$ cat src/rtl/load_store_unit_if.sv
// Core-side request/response and data-memory bus of the load/store unit.
// The LSU uses the slave view; the core/memory environment uses the master view.
interface load_store_unit_if #(
    parameter int unsigned ADDR_W = 32
);
    logic              start;
    logic              is_store;
    logic [2:0]        funct3;
    logic [ADDR_W-1:0] addr;
    logic [31:0]       wdata;
    logic              busy;
    logic              done;
    logic [31:0]       rdata;
    logic              misaligned;
    logic              illegal;
    logic              mem_we;
    logic [ADDR_W-1:0] mem_addr;
    logic [31:0]       mem_wd;
    logic [31:0]       mem_rd;

    modport master (
        output start, is_store, funct3, addr, wdata, mem_rd,
        input  busy, done, rdata, misaligned, illegal, mem_we, mem_addr, mem_wd
    );

    modport slave (
        input  start, is_store, funct3, addr, wdata, mem_rd,
        output busy, done, rdata, misaligned, illegal, mem_we, mem_addr, mem_wd
    );
endinterface

$ cat src/rtl/load_store_unit.sv
// RV32I load/store unit for a word-only data memory: byte/half/word loads,
// read-modify-write sub-word stores, fault detection, start/done handshake.
module load_store_unit #(
    parameter int unsigned ADDR_W = 32
) (
    input  logic             clk,
    input  logic             rst,
    load_store_unit_if.slave bus
);
    typedef enum logic [1:0] {IDLE, RD_REQ, RD_CAP, WR} state_e;

    state_e            state_q, state_d;
    logic              is_store_q, is_store_d;
    logic [2:0]        funct3_q, funct3_d;
    logic [ADDR_W-1:0] addr_q, addr_d;
    logic [31:0]       wdata_q, wdata_d;
    logic [31:0]       merge_q, merge_d;
    logic [31:0]       rdata_q, rdata_d;
    logic              done_q, done_d;
    logic              misaligned_q, misaligned_d;
    logic              illegal_q, illegal_d;
    logic              mem_we_q, mem_we_d;

    logic              req_illegal, req_misaligned;
    logic [7:0]        ld_byte;
    logic [15:0]       ld_half;
    logic [31:0]       ld_fmt;
    logic [31:0]       merged;

    always_comb begin
        if (bus.is_store)
            req_illegal = bus.funct3[2] || (bus.funct3[1:0] == 2'b11);
        else
            req_illegal = (bus.funct3 == 3'b011) || (bus.funct3[2:1] == 2'b11);
        req_misaligned = ((bus.funct3[1:0] == 2'b01) && bus.addr[0]) ||
                         ((bus.funct3[1:0] == 2'b10) && (bus.addr[1:0] != 2'b00));
    end

    always_comb begin
        ld_byte = bus.mem_rd[{addr_q[1:0], 3'b000} +: 8];
        ld_half = bus.mem_rd[{addr_q[1], 4'b0000} +: 16];
        case (funct3_q)
            3'b000:  ld_fmt = {{24{ld_byte[7]}}, ld_byte};
            3'b001:  ld_fmt = {{16{ld_half[15]}}, ld_half};
            3'b100:  ld_fmt = {24'h000000, ld_byte};
            3'b101:  ld_fmt = {16'h0000, ld_half};
            default: ld_fmt = bus.mem_rd;
        endcase
    end

    always_comb begin
        merged = bus.mem_rd;
        if (funct3_q[1:0] == 2'b00)
            merged[{addr_q[1:0], 3'b000} +: 8] = wdata_q[7:0];
        else if (funct3_q[1:0] == 2'b01)
            merged[{addr_q[1], 4'b0000} +: 16] = wdata_q[15:0];
    end

    always_comb begin
        state_d      = state_q;
        is_store_d   = is_store_q;
        funct3_d     = funct3_q;
        addr_d       = addr_q;
        wdata_d      = wdata_q;
        merge_d      = merge_q;
        rdata_d      = rdata_q;
        done_d       = 1'b0;
        misaligned_d = 1'b0;
        illegal_d    = 1'b0;
        case (state_q)
            IDLE: begin
                if (bus.start) begin
                    is_store_d = bus.is_store;
                    funct3_d   = bus.funct3;
                    addr_d     = bus.addr;
                    wdata_d    = bus.wdata;
                    // Illegal takes priority; faults complete without leaving IDLE.
                    if (req_illegal) begin
                        illegal_d = 1'b1;
                        done_d    = 1'b1;
                    end else if (req_misaligned) begin
                        misaligned_d = 1'b1;
                        done_d       = 1'b1;
                    end else if (bus.is_store && (bus.funct3[1:0] == 2'b10)) begin
                        state_d = WR;
                    end else begin
                        state_d = RD_REQ;
                    end
                end
            end
            RD_REQ: state_d = RD_CAP;
            RD_CAP: begin
                if (is_store_q) begin
                    merge_d = merged;
                    state_d = WR;
                end else begin
                    rdata_d = ld_fmt;
                    done_d  = 1'b1;
                    state_d = IDLE;
                end
            end
            WR: begin
                done_d  = 1'b1;
                state_d = IDLE;
            end
            default: state_d = IDLE;
        endcase
        // Registered from the next state so a reset on the entry edge also kills the write.
        mem_we_d = (state_d == WR);
    end

    always_ff @(posedge clk) begin
        if (rst) begin
            state_q      <= IDLE;
            is_store_q   <= 1'b0;
            funct3_q     <= '0;
            addr_q       <= '0;
            wdata_q      <= '0;
            merge_q      <= '0;
            rdata_q      <= '0;
            done_q       <= 1'b0;
            misaligned_q <= 1'b0;
            illegal_q    <= 1'b0;
            mem_we_q     <= 1'b0;
        end else begin
            state_q      <= state_d;
            is_store_q   <= is_store_d;
            funct3_q     <= funct3_d;
            addr_q       <= addr_d;
            wdata_q      <= wdata_d;
            merge_q      <= merge_d;
            rdata_q      <= rdata_d;
            done_q       <= done_d;
            misaligned_q <= misaligned_d;
            illegal_q    <= illegal_d;
            mem_we_q     <= mem_we_d;
        end
    end

    assign bus.busy       = (state_q != IDLE);
    assign bus.done       = done_q;
    assign bus.rdata      = rdata_q;
    assign bus.misaligned = misaligned_q;
    assign bus.illegal    = illegal_q;
    assign bus.mem_we     = mem_we_q;
    assign bus.mem_addr   = {2'b00, addr_q[ADDR_W-1:2]};
    assign bus.mem_wd     = (funct3_q[1:0] == 2'b10) ? wdata_q : merge_q;
endmodule

$ cat src/flat_wrapper.sv
// flat-port wrapper written by rule: the top's interface ports become plain ports
module load_store_unit_flat 
#(
    parameter int unsigned ADDR_W = 32
)
  (clk, rst, bus_start, bus_is_store, bus_funct3, bus_addr, bus_wdata, bus_mem_rd, bus_busy, bus_done, bus_rdata, bus_misaligned, bus_illegal, bus_mem_we, bus_mem_addr, bus_mem_wd);
  load_store_unit_if #(.ADDR_W(ADDR_W)) bus_i ();
  input  logic clk;
  input  logic rst;
  input wire logic [$bits(bus_i.start)-1:0] bus_start;
  input wire logic [$bits(bus_i.is_store)-1:0] bus_is_store;
  input wire logic [$bits(bus_i.funct3)-1:0] bus_funct3;
  input wire logic [$bits(bus_i.addr)-1:0] bus_addr;
  input wire logic [$bits(bus_i.wdata)-1:0] bus_wdata;
  input wire logic [$bits(bus_i.mem_rd)-1:0] bus_mem_rd;
  output wire logic [$bits(bus_i.busy)-1:0] bus_busy;
  output wire logic [$bits(bus_i.done)-1:0] bus_done;
  output wire logic [$bits(bus_i.rdata)-1:0] bus_rdata;
  output wire logic [$bits(bus_i.misaligned)-1:0] bus_misaligned;
  output wire logic [$bits(bus_i.illegal)-1:0] bus_illegal;
  output wire logic [$bits(bus_i.mem_we)-1:0] bus_mem_we;
  output wire logic [$bits(bus_i.mem_addr)-1:0] bus_mem_addr;
  output wire logic [$bits(bus_i.mem_wd)-1:0] bus_mem_wd;
  assign bus_i.start = bus_start;
  assign bus_i.is_store = bus_is_store;
  assign bus_i.funct3 = bus_funct3;
  assign bus_i.addr = bus_addr;
  assign bus_i.wdata = bus_wdata;
  assign bus_i.mem_rd = bus_mem_rd;
  assign bus_busy = bus_i.busy;
  assign bus_done = bus_i.done;
  assign bus_rdata = bus_i.rdata;
  assign bus_misaligned = bus_i.misaligned;
  assign bus_illegal = bus_i.illegal;
  assign bus_mem_we = bus_i.mem_we;
  assign bus_mem_addr = bus_i.mem_addr;
  assign bus_mem_wd = bus_i.mem_wd;
  load_store_unit #(.ADDR_W(ADDR_W)) u_core (.clk(clk), .rst(rst), .bus(bus_i));
endmodule
$ cat config.mk
export PLATFORM = sky130hd
export DESIGN_NAME = load_store_unit_flat
export DESIGN_NICKNAME = d
export VERILOG_FILES = /design/src/rtl/load_store_unit_if.sv /design/src/rtl/load_store_unit.sv /design/src/flat_wrapper.sv
export SDC_FILE = /design/constraint.sdc
export NUM_CORES = 1
export LEC_CHECK = 0
export ABC_AREA = 1
export CORE_ASPECT_RATIO = 0.5
export CORE_MARGIN = 2
export CORE_UTILIZATION = 35
export CTS_BUF_LIST = sky130_fd_sc_hd__clkbuf_8 sky130_fd_sc_hd__clkbuf_16
export DETAILED_ROUTE_END_ITERATION = 6
export GPL_TIMING_DRIVEN = 0
export PLACE_DENSITY = 0.59
export SLEW_MARGIN = 20
export SYNTH_ARGS = -nofsm -noshare
export SYNTH_HDL_FRONTEND = slang
export SYNTH_SLANG_ARGS = --single-unit
$ cat constraint.sdc
create_clock -name clk -period 4.2 [get_ports clk]
set_input_delay 1.05 -clock clk [delete_from_list [all_inputs] [get_ports clk]]
set_output_delay 1.05 -clock clk [all_outputs]
set_load 0.05 [all_outputs]
## After elaboration in Yosys (flattened, before gate mapping)

Cells that the tools add are included.

| operators by class | value |
|---|---|
| add/subtract/negate cells | 2 |
| multiply operators | 0 |
| div/mod/pow operators | 0 |
| order comparisons | 0 |
| equality and inequality tests | 14 |
| shift-type cells | 6 |
| multiplexer cells | 19 |
| bitwise gates (word level) | 3 |
| reduce and logical (&&, ||, !) cells | 16 |

Operators by type and width:

| cell | number |
|---|---|
| $pmux W32 S4 | 1 |
| $mux W32 | 3 |
| $bwmux W32 | 2 |
| $shift A16 B7 Y32 const A | 1 |
| $shift A8 B7 Y32 const A | 1 |
| $shiftx A16 B7 Y32 | 1 |
| $shiftx A32 B6 Y16 | 1 |
| $shiftx A32 B6 Y8 | 1 |
| $shiftx A8 B7 Y32 | 1 |
| $eq A2 B2 Y1 const B | 7 |
| $neg A5 Y7 | 2 |
| $mux W2 | 5 |
| $pmux W2 S4 | 1 |
| $eq A2 B1 Y1 const B | 3 |
| $eq A3 B3 Y1 const B | 2 |
| $mux W1 | 6 |
| $reduce_and A2 Y1 | 3 |
| $logic_not A2 Y1 | 2 |
| $reduce_bool A2 Y1 | 2 |
| $reduce_or A4 Y1 | 1 |
| $eq A3 B1 Y1 const B | 1 |
| $eq A3 B2 Y1 const B | 1 |
| $logic_and A1 B1 Y1 | 3 |
| $logic_not A3 Y1 | 1 |
| other kinds (4) | 8 |

| storage, ports and cells | value |
|---|---|
| register bits after elaboration | 138 |
| latch bits | 0 |
| RAM bits | 0 |
| ROM bits | 0 |
| input port bits | 103 |
| output and inout bits | 101 |
| memories | 0 |

## Logic depth before layout (Yosys ltp)

| depth | value |
|---|---|
| depth in word-level cells | 8 |
| depth in mapped cells | 9 |
| depth with buffers taken out | 8 |

## Worst setup path after synthesis

OpenSTA, ideal clock, no wires.

| timing | value |
|---|---|
| path type | register -> output |
| from | register u_core.funct3_q[1] |
| to | output port bus_mem_wd[0] |
| data arrival time | 1.865 ns |
| setup slack | 1.285 ns |
| cell stages (with the launch flop) | 5 |
| cell sequence | dfxtp_1 > buf_6 > nand2_1 > clkbuf_1 > o21ai_0 |

| on the way | value |
|---|---|
| longest elaborated chain between the ends | 2 |

RTL lines:

| item | line | RTL |
|---|---|---|
| from (decl) | load_store_unit.sv:14 | `logic [2:0] funct3_q, funct3_d;` |
| from (signal assigned) | load_store_unit.sv:128 | `funct3_q <= funct3_d;` |
| $eq A2 B2 Y1 | load_store_unit.sv:147 | `assign bus.mem_wd = (funct3_q[1:0] == 2'b10) ? wdata_q : merge_q;` |
| $mux W32 | load_store_unit.sv:147 |  |
| to (decl) | flat_wrapper.sv:23 | `output wire logic [$bits(bus_i.mem_wd)-1:0] bus_mem_wd;` |

Every way passes these cells.

## Final worst setup path

| timing | value |
|---|---|
| from | register u_core.funct3_q[0] |
| to | output port bus_mem_wd[28] |

Same word-level chain as after synthesis.

==> metrics.md <==
| Metric | Value |
|---|---|
| Status | finished clean |
| Vias per cell | approximately 5.1 |
| Overflow left after global routing | 0 |
| Final nets | 1378 |
| Cts repair resizes | 0 |
| Post-route cell area | a little over 10000 sq um |
| WL per Instance | around 18 microns |
| Max Freq | 273.1 MHz |
| RSZ-0062 raised after global routing | no |
| Hpwl dp | 22.19 mm |
| XOR/XNOR Fraction of Synth Area | 0% |
| Area of the multi-input gates | 3677 sq um |
| Family with the most delay on the worst path | buffers and inverters |
| CP arrival | 2.61 ns |
| LEAKAGE | 0.004269 uW |
| CTS Buffer Depth | 2 |
| Final Wtd Congestion | approximately 0.9 |
| Initial antenna violation count | 2 |
| GRT Total Usage | a little over a quarter |
| Row count | 37 |
| Post-synthesis adder-cell area fraction | less than 1% |
| Clk slew on worst S/H paths | about 0.070 ns |
| Die Area | roughly 22000 sq um |
| Vias in the first global route | 7411 |
| Hold Crit Class | flip-flop to flip-flop |
| Largest net degree at the start of global routing | 17 |
| Initial Utilization | a little over a third |
| Final Power | a little under 4000 uW |
| Final period utilization | between 80 and 90% |
| Largest family of logic cells by synthesized area | compound AO/OA/AOI/OAI gates |
| CTS tree | done |
| Fillers | around 2.1k |
| CP Class | flip-flop to primary output |
| Die X | between 200 and 250 microns |
| Num CTS Buffers | 17 |
| TNS Setup | 0 ns |
| Final Hold Vio Count | 0 |
| Clock Skews | 0.01045 ns |
| DR iter-0 viols | about 840 |
| Global-route wire length before repair | 44.00 mm |
| Post-placement setup slack | 1.026 ns |
| Syn Area/Cell | 6.962 sq um |
| Number of library cell types mapped by synthesis | 32 |
| Async S/R FF share, synth | 0% |
| Post-route ant nets | 0 |
| Max-cap viol count | 0 |
| Final slew viol count | 0 |
| Simple-gate share of the synthesized area | a little under a quarter |
| Mux share of post-synthesis cell area | 3.701% |
| Syn Std Cell Area | 7303 sq um |
| Slew HR | between 50% and 60% |
| Layout cells sized above 1 | a little under an eighth |
| Cells after Synth | around 1.0k |
| Number of remaining DRC errors | 0 |
| Post-synth EDFFs | 0 |
| CP cell instances | inv_2 > nand2_1 > buf_2 > mux2_2 > clkdlybuf4s50_1 |
| Max rail drop VDD | between 0.2 and 0.3 mV |
| Via count | ~7.9k |
| Cts hold-fix bufs | 0 |
| Sink Count | 138 |
| Setup violators final | 0 |
| Core Region | a little over 20000 sq um |
| Ys Warns | 0 |
| Required time worst endpoint | 3.15 ns |
| Storage cell area | between 2000 and 3000 sq um |
| Seq/Total Area, Yosys | around 38% |
| Placed Instance Area | around 9700 sq um |
| DIE HEIGHT | between 100 and 150 microns |
| H-tree levels | 4 |
| Post-route setup slack | roughly 0.54 ns |
| WP buf/inv | 3 |
| Post-CTS setup buffer count | 0 |
| # port buffers | roughly 200 |
| Seq cells post-synth | roughly 140 |
| Worst path max stage delay | about 0.73 ns |
| Least-Margin Pin Slew | ~0.74 ns |
| Worst setup SP type | flip-flop |
| Crit path max-delay cell type | clkdlybuf4s50_1 |
| Clk Latency, worst-skew pair | about 0.43 ns |
| Critical Path Fanout Max | 10 |
| CTS root buf | clkbuf_16 |
| I/O Pins | between 200 and 250 |
| Area grow syn2layout | 39.92% |
| Critical path endpoint category | primary output |
| Hold slack | around 0.47 ns |
| Pwr per Cell Area | 384.0 nW/um^2 |
| Routed WL | 28.51 mm |
| Iteration count of the initial detailed-routing pass | 5 |
| Minimum clock period | 3.662 ns |
| Compound-Gate Fraction of Synth Area | 22.89% |
| Synth Flop Type | dfxtp_1 |
## sequential cells by signal, indices dropped and copies added (netlist names)
register	count
u_core.addr_q	32
u_core.bus.rdata	32
u_core.merge_q	32
u_core.wdata_q	32
u_core.funct3_q	3
u_core.state_q	2
u_core.bus.done	1
u_core.bus.illegal	1
u_core.bus.mem_we	1
u_core.bus.misaligned	1
u_core.is_store_q	1
## worst register-to-register path, cell delays in order (launching register included)
cell      delay [ns]
dfxtp_1         0.37
inv_2           0.19
buf_2           0.31
ha_1            0.26
clkinv_1        0.29
nand3_1         0.41
nor2_1          0.07
o21ai_0         0.61
a21oi_1         0.13
## layout make-up
class                   count  share of cell area (%)
multi-input cells         738                   35.99
flip-flops and latches    138                   27.04
repair buffers            201                   19.69
plain buffers              97                   5.657
clock buffers              17                   4.163
well taps                 273                   3.343
inverters                  77                   2.828
clock inverters            15                   1.249
diodes                      2                 0.04898
## cells by family after synthesis
logic type / Yosys count
AO/OA/AOI/OAI: 313
adder cells (fa/ha/maj): 5
buffers and inverters: 174
flip-flops: 138
multiplexers: 24
other: 1
AND/OR/NAND/NOR: 394
## path summary, 6_finish.rpt
| kind | slack (ns) | start | endpoint | depth (start not counted) |
|---|---|---|---|---|
| max | 0.54 | u_core.funct3_q[0] | bus_mem_wd[28] | 5 |
| min | 0.47 | u_core.merge_q[5] | u_core.merge_q[5] | 2 |
| max reg2reg | 1.43 | u_core.addr_q[1] | u_core.merge_q[24] | 8 |
| min reg2reg | 0.47 | u_core.merge_q[5] | u_core.merge_q[5] | 2 |
## metrics by stage
stage          utilization [%]  instances
3_5_place_dp             47.11       1524
2_1_floorplan                -       1050
4_1_cts                  49.80       1556
5_1_grt                  49.83       1558
6_report                 49.83       1558
3_3_place_gp             47.11       1524
## synth_stat cells, types with 2 or more instances
master,count,area share [%]
buf_6,3,0.46
inv_2,10,0.51
o211ai_1,15,1.5
nand2_1,180,9.3
o21ai_1,10,0.69
nand3_2,2,0.27
ha_1,5,0.86
mux2_2,24,3.7
dfxtp_1,138,38
clkinv_1,3,0.15
nand3_1,50,3.4
nor2_2,4,0.34
o21a_1,7,0.72
inv_1,64,3.3
buf_2,18,1.2
o21ai_0,169,12
a21oi_1,88,6.0
o21bai_1,16,1.6
clkbuf_1,31,1.6
o22ai_1,8,0.69
nand2_2,5,0.43
nor2_1,129,6.6
buf_4,45,4.6
nand4_1,17,1.5
## placed cells by master (no fill, tap or decap), types with 2 or more instances in the layout
cell / instances
o21bai_1: 16
inv_2: 10
nor2_1: 129
dfxtp_1: 138
ha_1: 5
clkdlybuf4s50_1: 201
buf_6: 3
clkbuf_16: 17
o21ai_0: 169
clkbuf_1: 31
o21ai_1: 10
inv_6: 3
a21oi_1: 88
inv_1: 66
nand2_1: 180
clkinvlp_4: 3
o211ai_1: 15
clkinv_4: 3
buf_4: 45
mux2_2: 24
nand2_2: 5
clkinv_2: 3
nand4_1: 17
o21a_1: 7
nand3_1: 50
buf_2: 18
conb_1: 2
nor2_2: 4
o22ai_1: 8
nand3_2: 2
diode_2: 2
clkinv_1: 3
## metal layers
layer  up-vias  global-route usage (%)  share of wire (%)
li1       3915                       -                  -
met4         0                   5.910                1.1
met3        24                   5.938                8.8
met1      3674                   40.15                 51
met5         -                       0                  0
met2       321                   35.88                 39
## where the power goes
group / leakage (uW) / switching [uW] / internal [uW]
Sequential: 0.00113 / 61.9 / 1390
Combinational: 0.00287 / 658 / 375
Clock: 0.000272 / 626 / 814
Total: 0.00427 / 1350 / 2580
Power figures use the tool's default switching activity.
